$ cat src/rtl/wave_pkg.sv
// Shared types and constants for the DDS wave sequencer: waveform codes, the segment
// record held in the FIFO, and the sequencer state encoding.
package wave_pkg;

    localparam int PHASE_W   = 12;
    localparam int SEG_DIV_W = 16;
    localparam int SEG_DUR_W = 16;

    localparam logic [1:0] SEL_OFF    = 2'd0;
    localparam logic [1:0] SEL_SQUARE = 2'd1;
    localparam logic [1:0] SEL_SAW    = 2'd2;
    localparam logic [1:0] SEL_TRI    = 2'd3;

    typedef struct packed {
        logic [1:0]           sel;
        logic [SEG_DIV_W-1:0] div;
        logic [SEG_DUR_W-1:0] dur;
    } seg_t;

    typedef enum logic [1:0] {
        ST_IDLE = 2'd0,
        ST_LOAD = 2'd1,
        ST_RUN  = 2'd2
    } state_t;

    // A zero duration still plays one full period.
    function automatic logic [SEG_DUR_W-1:0] eff_dur(input logic [SEG_DUR_W-1:0] dur);
        if (dur == '0) begin
            eff_dur = {{(SEG_DUR_W-1){1'b0}}, 1'b1};
        end else begin
            eff_dur = dur;
        end
    endfunction

endpackage

$ cat src/rtl/wave_seq_ctrl_seg_fifo.sv
// Synchronous segment FIFO with occupancy count; a reset empties it by clearing the pointers.
module seg_fifo
    import wave_pkg::*;
#(
    parameter int DEPTH = 4
)(
    input  logic                     clk,
    input  logic                     rst_n,
    input  logic                     i_push,
    input  logic                     i_pop,
    input  seg_t                     i_data,
    output seg_t                     o_data,
    output logic                     o_full,
    output logic                     o_empty,
    output logic [$clog2(DEPTH):0]   o_level
);

    localparam int AW = $clog2(DEPTH);

    seg_t            r_mem [DEPTH];
    logic [AW-1:0]   r_wr_ptr;
    logic [AW-1:0]   r_rd_ptr;
    logic [AW:0]     r_level;
    logic            w_wr_en;
    logic            w_rd_en;

    assign o_full  = (r_level == (AW+1)'(DEPTH));
    assign o_empty = (r_level == '0);
    assign o_level = r_level;
    assign o_data  = r_mem[r_rd_ptr];
    assign w_wr_en = i_push && !o_full;
    assign w_rd_en = i_pop && !o_empty;

    // Pointer and occupancy bookkeeping; simultaneous push and pop leave the level unchanged.
    always_ff @(posedge clk or negedge rst_n) begin
        if (!rst_n) begin
            r_wr_ptr <= '0;
            r_rd_ptr <= '0;
            r_level  <= '0;
        end else begin
            if (w_wr_en) r_wr_ptr <= r_wr_ptr + AW'(1);
            if (w_rd_en) r_rd_ptr <= r_rd_ptr + AW'(1);
            case ({w_wr_en, w_rd_en})
                2'b10:   r_level <= r_level + (AW+1)'(1);
                2'b01:   r_level <= r_level - (AW+1)'(1);
                default: r_level <= r_level;
            endcase
        end
    end

    // Storage array; contents need no reset since the pointers define validity.
    always_ff @(posedge clk) begin
        if (w_wr_en) r_mem[r_wr_ptr] <= i_data;
    end

endmodule

$ cat src/rtl/wave_seq_ctrl.sv
// Segment sequencer for wave_gen: plays queued {sel, div, dur} segments back-to-back and
// keeps a shadow of the generator phase so sel only ever changes at a phase wrap.
module wave_seq_ctrl
    import wave_pkg::*;
#(
    parameter int DEPTH   = 4,
    parameter int DIV_W   = SEG_DIV_W,
    parameter int DUR_W   = SEG_DUR_W,
    parameter int PHASE_W = wave_pkg::PHASE_W
)(
    input  logic                     clk,
    input  logic                     rst_n,
    input  logic                     cfg_valid,
    output logic                     cfg_ready,
    input  logic [1:0]               cfg_sel,
    input  logic [DIV_W-1:0]         cfg_div,
    input  logic [DUR_W-1:0]         cfg_dur,
    input  logic                     start,
    input  logic                     stop,
    output logic                     divider,
    output logic [1:0]               sel,
    output logic                     busy,
    output logic                     seg_done,
    output logic [$clog2(DEPTH):0]   fifo_level
);

    state_t             r_state;
    state_t             w_next;
    seg_t               w_head;
    seg_t               w_wdata;
    logic               w_full;
    logic               w_empty;
    logic               w_push;
    logic               w_pop;
    logic [1:0]         r_sel;
    logic [DIV_W-1:0]   r_div;
    logic [DIV_W-1:0]   r_presc;
    logic [DUR_W-1:0]   r_dur;
    logic [DUR_W-1:0]   r_cnt;
    logic [PHASE_W-1:0] r_phase;
    logic               r_stop_pend;
    logic               w_tick;
    logic               w_wrap;
    logic               w_last;
    logic               w_seg_end;
    logic               w_advance;

    assign w_wdata   = '{sel: cfg_sel, div: cfg_div, dur: cfg_dur};
    assign w_push    = cfg_valid && !w_full;
    assign cfg_ready = !w_full;
    assign sel       = r_sel;

    assign w_tick    = (r_state == ST_RUN) && (r_presc == r_div);
    assign w_wrap    = w_tick && (r_phase == {PHASE_W{1'b1}});
    assign w_last    = ({1'b0, r_cnt} + (DUR_W+1)'(1)) >= {1'b0, eff_dur(r_dur)};
    assign w_seg_end = w_wrap && (w_last || r_stop_pend);
    // Chaining into the next segment happens in the wrap cycle itself, so there is no gap.
    assign w_advance = w_seg_end && !w_empty && !r_stop_pend;

    seg_fifo #(.DEPTH(DEPTH)) u_fifo (
        .clk     (clk),
        .rst_n   (rst_n),
        .i_push  (w_push),
        .i_pop   (w_pop),
        .i_data  (w_wdata),
        .o_data  (w_head),
        .o_full  (w_full),
        .o_empty (w_empty),
        .o_level (fifo_level)
    );

    // State register.
    always_ff @(posedge clk or negedge rst_n) begin
        if (!rst_n) begin
            r_state <= ST_IDLE;
        end else begin
            r_state <= w_next;
        end
    end

    // Next-state logic; a stop alongside start in IDLE keeps the sequencer idle.
    always_comb begin
        w_next = r_state;
        case (r_state)
            ST_IDLE: begin
                if (start && !stop && !w_empty) w_next = ST_LOAD;
                else                            w_next = ST_IDLE;
            end
            ST_LOAD: w_next = ST_RUN;
            ST_RUN: begin
                if (w_seg_end && !w_advance) w_next = ST_IDLE;
                else                         w_next = ST_RUN;
            end
            default: w_next = ST_IDLE;
        endcase
    end

    // Output decode from the registered state and counters.
    always_comb begin
        w_pop    = 1'b0;
        divider  = 1'b0;
        seg_done = 1'b0;
        busy     = 1'b0;
        case (r_state)
            ST_LOAD: begin
                w_pop = 1'b1;
                busy  = 1'b1;
            end
            ST_RUN: begin
                w_pop    = w_advance;
                divider  = w_tick;
                seg_done = w_seg_end;
                busy     = 1'b1;
            end
            default: begin
                w_pop = 1'b0;
                busy  = 1'b0;
            end
        endcase
    end

    // Active segment, prescaler, period count and shadow phase.
    always_ff @(posedge clk or negedge rst_n) begin
        if (!rst_n) begin
            r_sel   <= SEL_OFF;
            r_div   <= '0;
            r_dur   <= '0;
            r_presc <= '0;
            r_cnt   <= '0;
            r_phase <= '0;
        end else begin
            case (r_state)
                ST_LOAD: begin
                    r_sel   <= w_head.sel;
                    r_div   <= w_head.div;
                    r_dur   <= w_head.dur;
                    r_presc <= '0;
                    r_cnt   <= '0;
                end
                ST_RUN: begin
                    if (w_tick) begin
                        r_presc <= '0;
                        r_phase <= r_phase + PHASE_W'(1);
                    end else begin
                        r_presc <= r_presc + DIV_W'(1);
                    end
                    if (w_seg_end) begin
                        r_cnt <= '0;
                        if (w_advance) begin
                            r_sel <= w_head.sel;
                            r_div <= w_head.div;
                            r_dur <= w_head.dur;
                        end else begin
                            r_sel <= SEL_OFF;
                        end
                    end else if (w_wrap) begin
                        r_cnt <= r_cnt + DUR_W'(1);
                    end else begin
                        r_cnt <= r_cnt;
                    end
                end
                default: r_sel <= SEL_OFF;
            endcase
        end
    end

    // Pending graceful stop, armed only while playing and dropped on the way back to IDLE.
    always_ff @(posedge clk or negedge rst_n) begin
        if (!rst_n) begin
            r_stop_pend <= 1'b0;
        end else if (w_next == ST_IDLE) begin
            r_stop_pend <= 1'b0;
        end else if (stop && (r_state != ST_IDLE)) begin
            r_stop_pend <= 1'b1;
        end else begin
            r_stop_pend <= r_stop_pend;
        end
    end

endmodule
$ cat config.mk
export PLATFORM = sky130hd
export DESIGN_NAME = wave_seq_ctrl
export DESIGN_NICKNAME = d
export VERILOG_FILES = /design/src/rtl/wave_pkg.sv /design/src/rtl/wave_seq_ctrl_seg_fifo.sv /design/src/rtl/wave_seq_ctrl.sv
export SDC_FILE = /design/constraint.sdc
export NUM_CORES = 1
export LEC_CHECK = 0
export ABC_AREA = 1
export BUFFER_PORTS_ARGS = -buffer_cell sky130_fd_sc_hd__clkbuf_2
export CAP_MARGIN = 20
export CORE_ASPECT_RATIO = 0.8
export CORE_MARGIN = 2
export CORE_UTILIZATION = 60
export DETAILED_ROUTE_END_ITERATION = 10
export GPL_TIMING_DRIVEN = 0
export PLACE_DENSITY_LB_ADDON = 0.3
export SYNTH_ARGS = -nofsm -noshare
export SYNTH_HDL_FRONTEND = slang
export SYNTH_SLANG_ARGS = --single-unit
$ cat constraint.sdc
create_clock -name clk -period 11.75 [get_ports clk]
set_input_delay 1.7625 -clock clk [delete_from_list [all_inputs] [get_ports clk]]
set_output_delay 1.7625 -clock clk [all_outputs]
set_load 0.1 [all_outputs]
==> flow_summary.toml <==
[run_status]
status = "complete, no violations"

[pwr]
power_density_nw_per_um2 = 223
p_switching_mw = 0.927
power_frac_clock_pct = 27.0
power.leakage_nw = 4.78
ir_drop_mv = 0.145
comb_power_share_pct = 31.2
p_int_mw = 1.66
seq_power_share_pct = 41.7
power_switching_share_pct = 35.8

[critical_path]
slowest_delay_ns = 0.48
cp_max_fo = 3
slowest_stage = "clkbuf_2"
cp_common_cell = "nor2_1"
path_class = "flip-flop to primary output"
worstPathRequired_ns = 9.99
end_kind = "primary output"
cp_cell_sequence = "ha_1, nand4_1, nor2_1, nand3_1, nor2_1, nand2_1, nor2_1, xor2_1, inv_1, ha_1, nand2_1, nor2_1, nand4_1, o21ai_0, nor2_1, a21oi_1, clkbuf_2"
cp-start-kind = "flip-flop"
cp.arrival_ns = 3.88

[floorplanning]
die_w_um = 150
rows = 42
dieArea_um2 = 18100
io_pins = 48
die_height_um = 121
initial_core_util_pct = 61.7
coreArea_um2 = 16600

[timing]
setup_tns_ns = 0
relSlewSlack_pct = 61.3
finalSetupViolCount = 0
drv_slew = 0
fin_skew_ns = 0.0173
max_freq_ghz = 0.177
period_needed_ns = 5.65
tightest_slew_ns = 0.580
rsz0062_at_grt = "false"
hold_viol = 0
period_share_pct = 48.0
holdWs_ns = 0.484

[placed_design]
io_buffers = 47
post-dp-hpwl_mm = 14.6
gp_congestion = 0.888
placed_cells = 1231

[drt]
drt_iter0_drc = 670
antenna_left = 0
dr_total_vias = 7122
dr.pass1.iters = 5
viasPerCell = 5.60
drcViolationCount = 0
wl_per_cell_um = 17.0
wl_mm = 21.6

[finish]
drive_gt1_share_pct = 14.7
final.fill_count = 1219
antenna_cells = 0
finalNonFillerCells = 1271
layout.nets = 1103
area_growth_pct = 13.4

[synth]
synth_area_um2 = 10200
avgSynthCellArea_um2 = 10.7
synth_edf_count = 136
synthAdderAreaFrac_pct = 3.62
synth_compound_area_share_pct = 11.9
syn_inst = 959
yosys.area_share.simple_pct = 14.2
yosys-top-cells-area = "edfxtp_1 40%, dfrtp_1 22%, nand2_1 6.0%"
synth_fp_nets = 1027
yosysUniqueCellTypes = 41
ys_ff_latch = 224
synth-xor-area-share_pct = 2.99
netlist.area_leader.share_pct = 39.9
yosys-top-cells-count = "163 x nand2_1, 136 x edfxtp_1, 109 x nor2_1"
ys_async_sr_fraction_pct = 39.3
yosysMostFrequentCell = "nand2_1"
synth_top_family_by_area = "simple AND/OR/NAND/NOR gates"
ys_seq_area_share_pct = 61.4
synth.area.mux_share_pct = 0.110
yosysTopAreaCell = "edfxtp_1"
synth_warnings = 0
ys.flop_type = "edfxtp_1"

[cts]
insertion_delay_ns = 0.53
cts_buffer_depth = 3
hold_buffers = 0
clkTransAtPathRegs_ns = 0.06
post-cts-setup-buffer-count = 0
post_cts_resized = 0
cts_root_buf = "clkbuf_16"
cts_tree = "built"
htree_levels = 1
cts_buffers = 22
cts_sinks = 224

[global_route]
grt_pass1_vias = 6788
grt_pass1_wl_mm = 35.0
overflow = 0
antenna_found_initial = 0
grt_usage_pct = 24.8
grt_max_degree = 55

[worst_hold_path]
hp-class = "flip-flop to flip-flop"

[job]
cap_violations = 0
==> final timing paths <==
check	from	to	slack (ns)	cells after the start
setup / recovery	r_cnt[0]$_DFFE_PN0P_	seg_done	6.10	17
hold reg to reg	r_phase[11]$_DFFE_PN0P_	r_phase[11]$_DFFE_PN0P_	0.48	1
max in group asynchronous	rst_n	r_presc[0]$_DFFE_PN0P_	9.86	2
hold / removal	r_phase[11]$_DFFE_PN0P_	r_phase[11]$_DFFE_PN0P_	0.48	1
setup reg to reg	r_cnt[0]$_DFFE_PN0P_	u_fifo.o_level[2]$_DFFE_PN0P_	7.25	26
min in group asynchronous	rst_n	r_cnt[11]$_DFFE_PN0P_	1.24	1
==> cell usage in the layout (no fill, tap or decap), drive strengths merged <==
cell / instances
nand2: 168
edfxtp: 136
o21ai: 114
nor2: 111
inv: 101
clkbuf: 99
dfrtp: 88
o22ai: 54
ha: 28
nand3: 25
xor2: 24
nand4: 18
buf: 18
a21oi: 17
nor3: 13
xnor2: 11
clkinv: 9
a32o: 3
and3: 3
nor4: 2
bufinv: 2
nand3b: 2
o41ai: 1
a21o: 1
mux2: 1
o31ai: 1
fa: 1
==> sequential cells by signal, summed over array words and instances (netlist names) <==
signal	flops
r_div	16
u_fifo.r_wr_ptr	2
r_dur	16
r_phase	12
r_cnt	16
r_presc	16
r_stop_pend	1
u_fifo.r_mem	136
u_fifo.r_rd_ptr	2
sel	2
r_state	2
u_fifo.o_level	3
==> kinds of logic (layout without fill, tap and decap cells) <==
group / Yosys count / count (layout)
buffers and inverters: 137 / 229
adder cells (fa/ha/maj): 29 / 29
AND/OR/NAND/NOR: 342 / 342
flip-flops: 224 / 224
multiplexers: 1 / 1
XOR/XNOR: 35 / 35
AO/OA/AOI/OAI: 191 / 191
==> area by class of cell <==
cell class / instances / area, µm² / share of cell area [%]
sequential: 224 / 6290 / 54.1
multi-input combinational: 598 / 3390 / 29.2
clock buffer: 31 / 604 / 5.20
inverter: 103 / 387 / 3.33
timing repair buffer: 52 / 345 / 2.97
tap: 220 / 275 / 2.37
buffer: 34 / 208 / 1.79
clock inverter: 9 / 120 / 1.03
==> metrics by stage <==
step	power, mW	utilization (%)	setup slack [ns]	instance area [µm²]
finish	2.59	70.0	6.10	11600
global route	2.73	70.0	5.81	11600
CTS	2.60	70.0	6.15	11600
detailed placement	1.89	65.6	6.70	10900
global placement	1.85	64.7	6.77	10800
floorplan	1.64	-	6.30	10200
==> worst max-delay path, delay by kind of cell (launching register included) <==
kind / cells / cell delay [ns]
AND/OR/NAND/NOR: 10 / 1.29
buffers and inverters: 2 / 0.57
adder cells (fa/ha/maj): 2 / 0.54
AO/OA/AOI/OAI: 2 / 0.43
flip-flops: 1 / 0.39
XOR/XNOR: 1 / 0.15
==> metal layers <==
layer,share of wire [%],track usage [%],up-vias
met1,46,38.3,3361
met4,2.1,6.25,0
met2,44,37.0,284
li1,-,-,3441
met3,7.7,4.17,36
met5,0,0,-
==> power groups by stage <==
stage | Sequential [mW] | Combinational (mW) | Clock [mW]
2_1_floorplan | 1.12 | 0.520 | 0
3_3_place_gp | 1.10 | 0.750 | 0
3_5_place_dp | 1.09 | 0.798 | 0
4_1_cts | 1.08 | 0.805 | 0.712
5_1_grt | 1.10 | 0.893 | 0.746
6_report | 1.08 | 0.810 | 0.700
(Power assumes the default switching activity.)
